--- src/rtl/rv_fetch.sv ---
// RV32 instruction fetch: PC, single-outstanding imem request/response, one-entry IF/ID register.
// Response-to-valid latency 1 cycle; stall holds the slot, redirect flushes it and kills any in-flight response.
module rv_fetch #(
    parameter logic [31:0] RESET_PC = 32'h0000_0000
) (
    input  logic        clk_i,
    input  logic        rst_i,
    output logic        imem_req_o,
    output logic [31:0] imem_addr_o,
    input  logic        imem_rvalid_i,
    input  logic [31:0] imem_rdata_i,
    input  logic        stall_i,
    input  logic        redirect_i,
    input  logic [31:0] redirect_pc_i,
    output logic        instr_valid_o,
    output logic [31:0] instr_o,
    output logic [31:0] instr_pc_o,
    output logic [6:0]  opcode_o
);

    typedef enum logic [1:0] {
        IDLE = 2'd0,
        WAIT = 2'd1,
        KILL = 2'd2
    } state_t;

    state_t      state;
    logic [31:0] pc;
    logic [31:0] req_pc;
    logic        slot_free;
    logic [31:0] redirect_target;

    assign slot_free       = ~instr_valid_o | ~stall_i;
    assign redirect_target = {redirect_pc_i[31:2], 2'b00};

    // Reset gating keeps the strobe low while rst_i is held, even though IDLE with an empty slot would request.
    assign imem_req_o  = ~rst_i & (state == IDLE) & ~redirect_i & slot_free;
    assign imem_addr_o = pc;
    assign opcode_o    = instr_o[6:0];

    always_ff @(posedge clk_i or posedge rst_i) begin
        if (rst_i) begin
            state         <= IDLE;
            pc            <= RESET_PC;
            req_pc        <= 32'h0000_0000;
            instr_valid_o <= 1'b0;
            instr_o       <= 32'h0000_0013;
            instr_pc_o    <= 32'h0000_0000;
        end else begin
            if (instr_valid_o && !stall_i) begin
                instr_valid_o <= 1'b0;
            end
            case (state)
                IDLE: begin
                    if (redirect_i) begin
                        pc            <= redirect_target;
                        instr_valid_o <= 1'b0;
                    end else if (slot_free) begin
                        req_pc <= pc;
                        pc     <= pc + 32'd4;
                        state  <= WAIT;
                    end
                end
                WAIT: begin
                    if (redirect_i) begin
                        pc            <= redirect_target;
                        instr_valid_o <= 1'b0;
                        state         <= imem_rvalid_i ? IDLE : KILL;
                    end else if (imem_rvalid_i) begin
                        instr_valid_o <= 1'b1;
                        instr_o       <= imem_rdata_i;
                        instr_pc_o    <= req_pc;
                        state         <= IDLE;
                    end
                end
                KILL: begin
                    if (redirect_i) begin
                        pc            <= redirect_target;
                        instr_valid_o <= 1'b0;
                    end
                    if (imem_rvalid_i) begin
                        state <= IDLE;
                    end
                end
                default: state <= IDLE;
            endcase
        end
    end

endmodule
--- config.mk ---
export PLATFORM = sky130hd
export DESIGN_NAME = rv_fetch
export DESIGN_NICKNAME = d
export VERILOG_FILES = /design/src/rtl/rv_fetch.sv
export SDC_FILE = /design/constraint.sdc
export NUM_CORES = 1
export LEC_CHECK = 0
export ABC_AREA = 1
export BUFFER_PORTS_ARGS = -buffer_cell sky130_fd_sc_hd__buf_2
export CAP_MARGIN = 30
export CORE_UTILIZATION = 49
export CTS_BUF_LIST = sky130_fd_sc_hd__clkbuf_4
export DETAILED_ROUTE_END_ITERATION = 10
export PLACE_DENSITY = 0.77
export SLEW_MARGIN = 20
export SYNTH_ARGS = -nofsm -noshare
export SYNTH_HDL_FRONTEND = slang
export SYNTH_SLANG_ARGS = --single-unit
--- constraint.sdc ---
create_clock -name clk_i -period 3.62 [get_ports clk_i]
set_input_delay 0.181 -clock clk_i [delete_from_list [all_inputs] [get_ports clk_i]]
set_output_delay 0.181 -clock clk_i [all_outputs]
set_load 0.005 [all_outputs]
* Word level (Yosys, flattened, before mapping)
Cells that the tools add are included.
** Cells by class
- Add/sub/neg operators :: 1
- Bitwise gates (word level) :: 8
- Reductions and logical operators :: 10
- Equality and inequality tests :: 6
- Multiplexer cells :: 15
** Operator list (number)
- 32-bit two-way mux :: 3
- 32-bit case mux with 2 select lines :: 1
- 32-bit by 3-bit adder with 32-bit output, second input constant :: 1
- 2-bit two-way mux :: 5
- 3-bit AND reduction :: 3
- 2-bit case mux with 3 select lines :: 1
- 1-bit two-way mux :: 4
- 2-bit != test, second input constant :: 2
- 1-bit NOT :: 4
- 2-bit OR reduction :: 2
- 1-bit bitwise AND :: 3
- 3-bit != test, second input constant :: 1
- 2-bit by 1-bit equality test with 1-bit output, second input constant :: 1
- 2-bit equality test, second input constant :: 1
- 2-bit logical NOT :: 1
- 2-bit by 1-bit != test with 1-bit output, second input constant :: 1
- 1-bit case mux with 2 select lines :: 1
- 2-bit AND reduction :: 1
- 2-bit nonzero test :: 1
- 1-bit logical AND :: 1
- 1-bit logical NOT :: 1
- 1-bit OR :: 1
** Word-level totals
- Register bits after elaboration :: 131
- Input port bits :: 69

* Logic depth before layout (Yosys ltp)
- Depth after elaboration :: 6
- Gate-level depth with buffers :: 11

* Worst setup path after synthesis
OpenSTA, ideal clock, no wires.
- Kind :: reg-to-reg
- From :: register state[0]
- To :: register pc[14], in the netlist imem_addr_o[14]
- Cell stages (with the launch flop) :: 9
- Data required time :: 3.501 ns
- Path slack :: 2.075 ns
- Clock period less this slack :: 1.545 ns
- Arrival :: 1.426 ns
- Cell sequence :: dfrtp_1 > inv_1 > ha_1 > nor2_4 > buf_6 > buf_4 > o21ai_0 > a21oi_1 > nor2_1
** On the way
- Cells in the longest elaborated chain, start to end :: 4
- Elaborated cells on any way between the ends :: 9
** RTL lines
- start: declaration :: line 27 : state_t state;
- start signal: assignment :: line 68 : state <= imem_rvalid_i ? IDLE : KILL;
- 2-bit equality test or 2-bit by 1-bit equality test with 1-bit output (tied branches) :: line 53 : case (state)
- 2-bit OR reduction (no line)
- 2-bit by 1-bit != test with 1-bit output (no line) or 2-bit nonzero test (tied branches)
- 3-bit AND reduction (no line)
- end signal: assignment :: line 56 : pc <= redirect_target;
- end signal: assignment :: line 60 : pc <= pc + 32'd4;
- end signal: assignment :: line 66 : pc <= redirect_target;
- end: declaration :: line 28 : logic [31:0] pc;
Parallel ways exist; a longest one is shown, timed or not.
A chain may end at the register's enable or synchronous reset.

* Worst setup path in the final report
- From :: register state[0]
- To :: output port imem_req_o
** On the way
- Cells in the longest elaborated chain, start to end :: 4
** RTL lines
- 2-bit logical NOT :: line 37 : assign imem_req_o = ~rst_i & (state == IDLE) & ~redirect_i & slot_free;
- 1-bit bitwise AND (3 in series) :: line 37
- end: declaration :: line 8 : output logic imem_req_o,
Every way passes these cells.

==> flow_summary.yaml <==
run_status:
  run_status: "complete, no violations"
place:
  io_buffer_count: 167
  dp_hpwl_mm: 10.7
  gp_congestion: 0.920
grt:
  grt_max_degree: 71
  grt_usage_pct: 26.0
  grt_pass1_vias: 5395
  antenna_found_initial: 0
  overflow: 0
  grt_pass1_wl_mm: 26.1
yosys:
  syn_avg_cell_area_um2: 7.59
  synth.yosys.seq_area_share_pct: 51.2
  synth_fa_ha_area_share_pct: 1.02
  synthArstFlopShare_pct: 100
  syn_area_mm2: 0.00611
  postSynthCellCount: 805
  ys_ff_latch: 125
  ys_types: 32
  synth_top_family_by_area: "simple AND/OR/NAND/NOR gates"
  synth_xor_area_share_pct: 0.287
  synth_mux_area_share_pct: 0
  synth_warnings: 0
  ys.flop_type: "dfrtp_1"
  synth_edf_count: 0
  synth_compound_gate_area_share_pct: 7.57
  synth_simple_gate_area_share_pct: 32.1
pwr:
  power_uw: 6040
  vdd_drop_max_uv: 637
  p_leak_uw: 0.00421
  powerDensity_mw_per_mm2: 769
clock_tree:
  ctsHoldBuffers: 59
  clk_pin_slew_worst_paths_ps: 100
  cts_resized: 0
  cts_buffer_depth: 2
  cts_tree: "done"
  clk_latency_ps: 530
  htree_levels: 4
  numCtsBuffers: 17
  cts_sinks: 125
  post_cts_buffers: 0
  root_buffer: "clkbuf_4"
drt:
  drt_wl_total_mm: 16.0
  first_iter_violations: 398
  first_pass_iters: 5
  wl_per_cell_um: 13.3
  vias: 5847
  viasPerCell: 4.87
  antenna_left: 0
  drc: 0
final_layout:
  multi_input_area_mm2: 0.00252
  n_antenna_cell: 0
  regArea_mm2: 0.00313
  nFillCells: 1040
  final_core_util_pct: 65.2
  finalNetCount: 1094
  area_delta_synth_final_pct: 28.6
  layout-drive-gt1-share_pct: 22.0
floorplanning:
  die_w_um: 114
  io_pins: 174
  fp-row-count: 40
  start_util_pct: 50.7
  die_h_um: 114
  coreArea_mm2: 0.0121
  die_area_mm2: 0.0129
setup_path:
  arrival_ps: 2050
  critPathKind: "flop to output port"
  endpoint_kind: "output port"
  critPathLaunch: "state[0]$_DFFE_PP0P_"
  rr_worst_depth: 9
  critPathMaxFanout: 62
  rr_endpoint: "imem_addr_o[20]$_DFFE_PP0P_"
  r2r-start: "state[0]$_DFFE_PP0P_"
  r2r_setup_slack_ps: 1430
  cp_data_required_time_ps: 3440
  startpoint_type: "flop"
  crit_end: "imem_req_o"
sta:
  rsz0062_at_grt: "false"
  tightest_slew_ps: 618
  slew_headroom_pct: 58.8
  slew_violations: 0
  period_share_pct: 61.7
  setup_violations: 0
  period_needed_ps: 2230
  max_freq_ghz: 0.448
  skew_ps: 16.2
  hold_violations: 0
  finalSetupTns_ps: 0
hold_path:
  hold_class: "input pin to flop"
job:
  drv_cap: 0
[layout make-up]
type | instances | area share (%)
clock buffers | 20 | 1.91
multi-input cells | 586 | 32.1
repair buffers | 235 | 19.5
flip-flops and latches | 125 | 39.9
well taps | 168 | 2.67
clock inverters | 11 | 1.29
inverters | 55 | 2.66
[worst min-delay path by stage]
stage | from | end | depth (start not counted)
2_1_floorplan | imem_rdata_i[1] | instr_o[1]$_DFFE_PP1P_ | 2
3_3_place_gp | imem_rdata_i[15] | instr_o[15]$_DFFE_PP0P_ | 3
3_5_place_dp | imem_rdata_i[9] | instr_o[9]$_DFFE_PP0P_ | 3
4_1_cts | redirect_pc_i[8] | imem_addr_o[8]$_DFFE_PP0P_ | 5
5_1_grt | redirect_pc_i[8] | imem_addr_o[8]$_DFFE_PP0P_ | 5
6_report | redirect_pc_i[21] | imem_addr_o[21]$_DFFE_PP0P_ | 6
[cell usage in the layout (no fill, tap or decap), types with 3 or more instances in the layout]
| cell | n |
|---|---|
| nor2_4 | 4 |
| conb_1 | 4 |
| nand2_1 | 340 |
| a21oi_1 | 18 |
| o21ai_0 | 55 |
| dlygate4sd3_1 | 59 |
| buf_4 | 6 |
| dfstp_2 | 3 |
| nor2_1 | 93 |
| inv_1 | 52 |
| dfrtp_1 | 122 |
| nand4_1 | 3 |
| ha_1 | 5 |
| clkbuf_4 | 20 |
| clkinv_1 | 5 |
| or2_2 | 4 |
| o22ai_1 | 4 |
| buf_2 | 167 |
| clkinv_2 | 3 |
| nor2_2 | 5 |
| nand3_1 | 32 |
[where the power goes]
group          switching (uW)  total (uW)  internal (uW)
combinational            1550        2560           1010
sequential                522        2590           2070
clock                     480         894            414
total                    2550        6040           3490
[kinds of logic after synthesis]
| logic type | after synthesis |
|---|---|
| XOR/XNOR | 2 |
| adder cells (fa/ha/maj) | 5 |
| flip-flops | 125 |
| buffers and inverters | 97 |
| AND/OR/NAND/NOR | 488 |
| AO/OA/AOI/OAI | 87 |
| other | 1 |
[per-layer routing]
layer | vias to the layer above | global-route usage (%) | share of wire [%]
li1 | 2928 | - | -
met1 | 2693 | 34.3 | 45
met2 | 199 | 41.9 | 47
met3 | 27 | 5.31 | 6.0
met4 | 0 | 10.9 | 2.1
met5 | - | 0 | 0
[synthesized netlist by cell type, types with 3 or more instances]
cell type | number | area [um2]
ha_1 | 5 | 62.6
nor2_1 | 93 | 349
nand3_1 | 32 | 160
or2_2 | 4 | 25.0
nand4_1 | 3 | 18.8
buf_6 | 4 | 45.0
a21oi_1 | 18 | 90.1
o21ai_0 | 55 | 275
nor2_2 | 5 | 31.3
dfrtp_1 | 122 | 3050
buf_2 | 15 | 75.1
inv_1 | 53 | 199
nand2_1 | 340 | 1280
o22ai_1 | 4 | 25.0
nor2_4 | 4 | 45.0
buf_4 | 15 | 113
clkbuf_1 | 8 | 30.0
dfstp_2 | 3 | 78.8
[sequential cells by signal, summed over array words and instances, names as in the netlist]
register and flops:
imem_addr_o 30, req_pc 30, instr_o 32, state 2, instr_valid_o 1, instr_pc_o 30
[per-stage QoR]
stage,worst slack [ps],area [um2],cells,hold WS [ps]
finish,1390,7860,1200,37.3
global route,1160,7860,1200,51.0
CTS,1310,7820,1198,0.693
detailed placement,1330,6970,1108,386
global placement,1330,6970,1108,383
floorplan,116,6120,808,276
[critical path, stage by stage, from the launching register on]
cell	delay [ps]
dfrtp_1	390
inv_1	90
ha_1	260
nand3_2	90
buf_4	460
nor2_1	70
buf_2	140
Note: power is estimated with default switching activity, not from simulation.
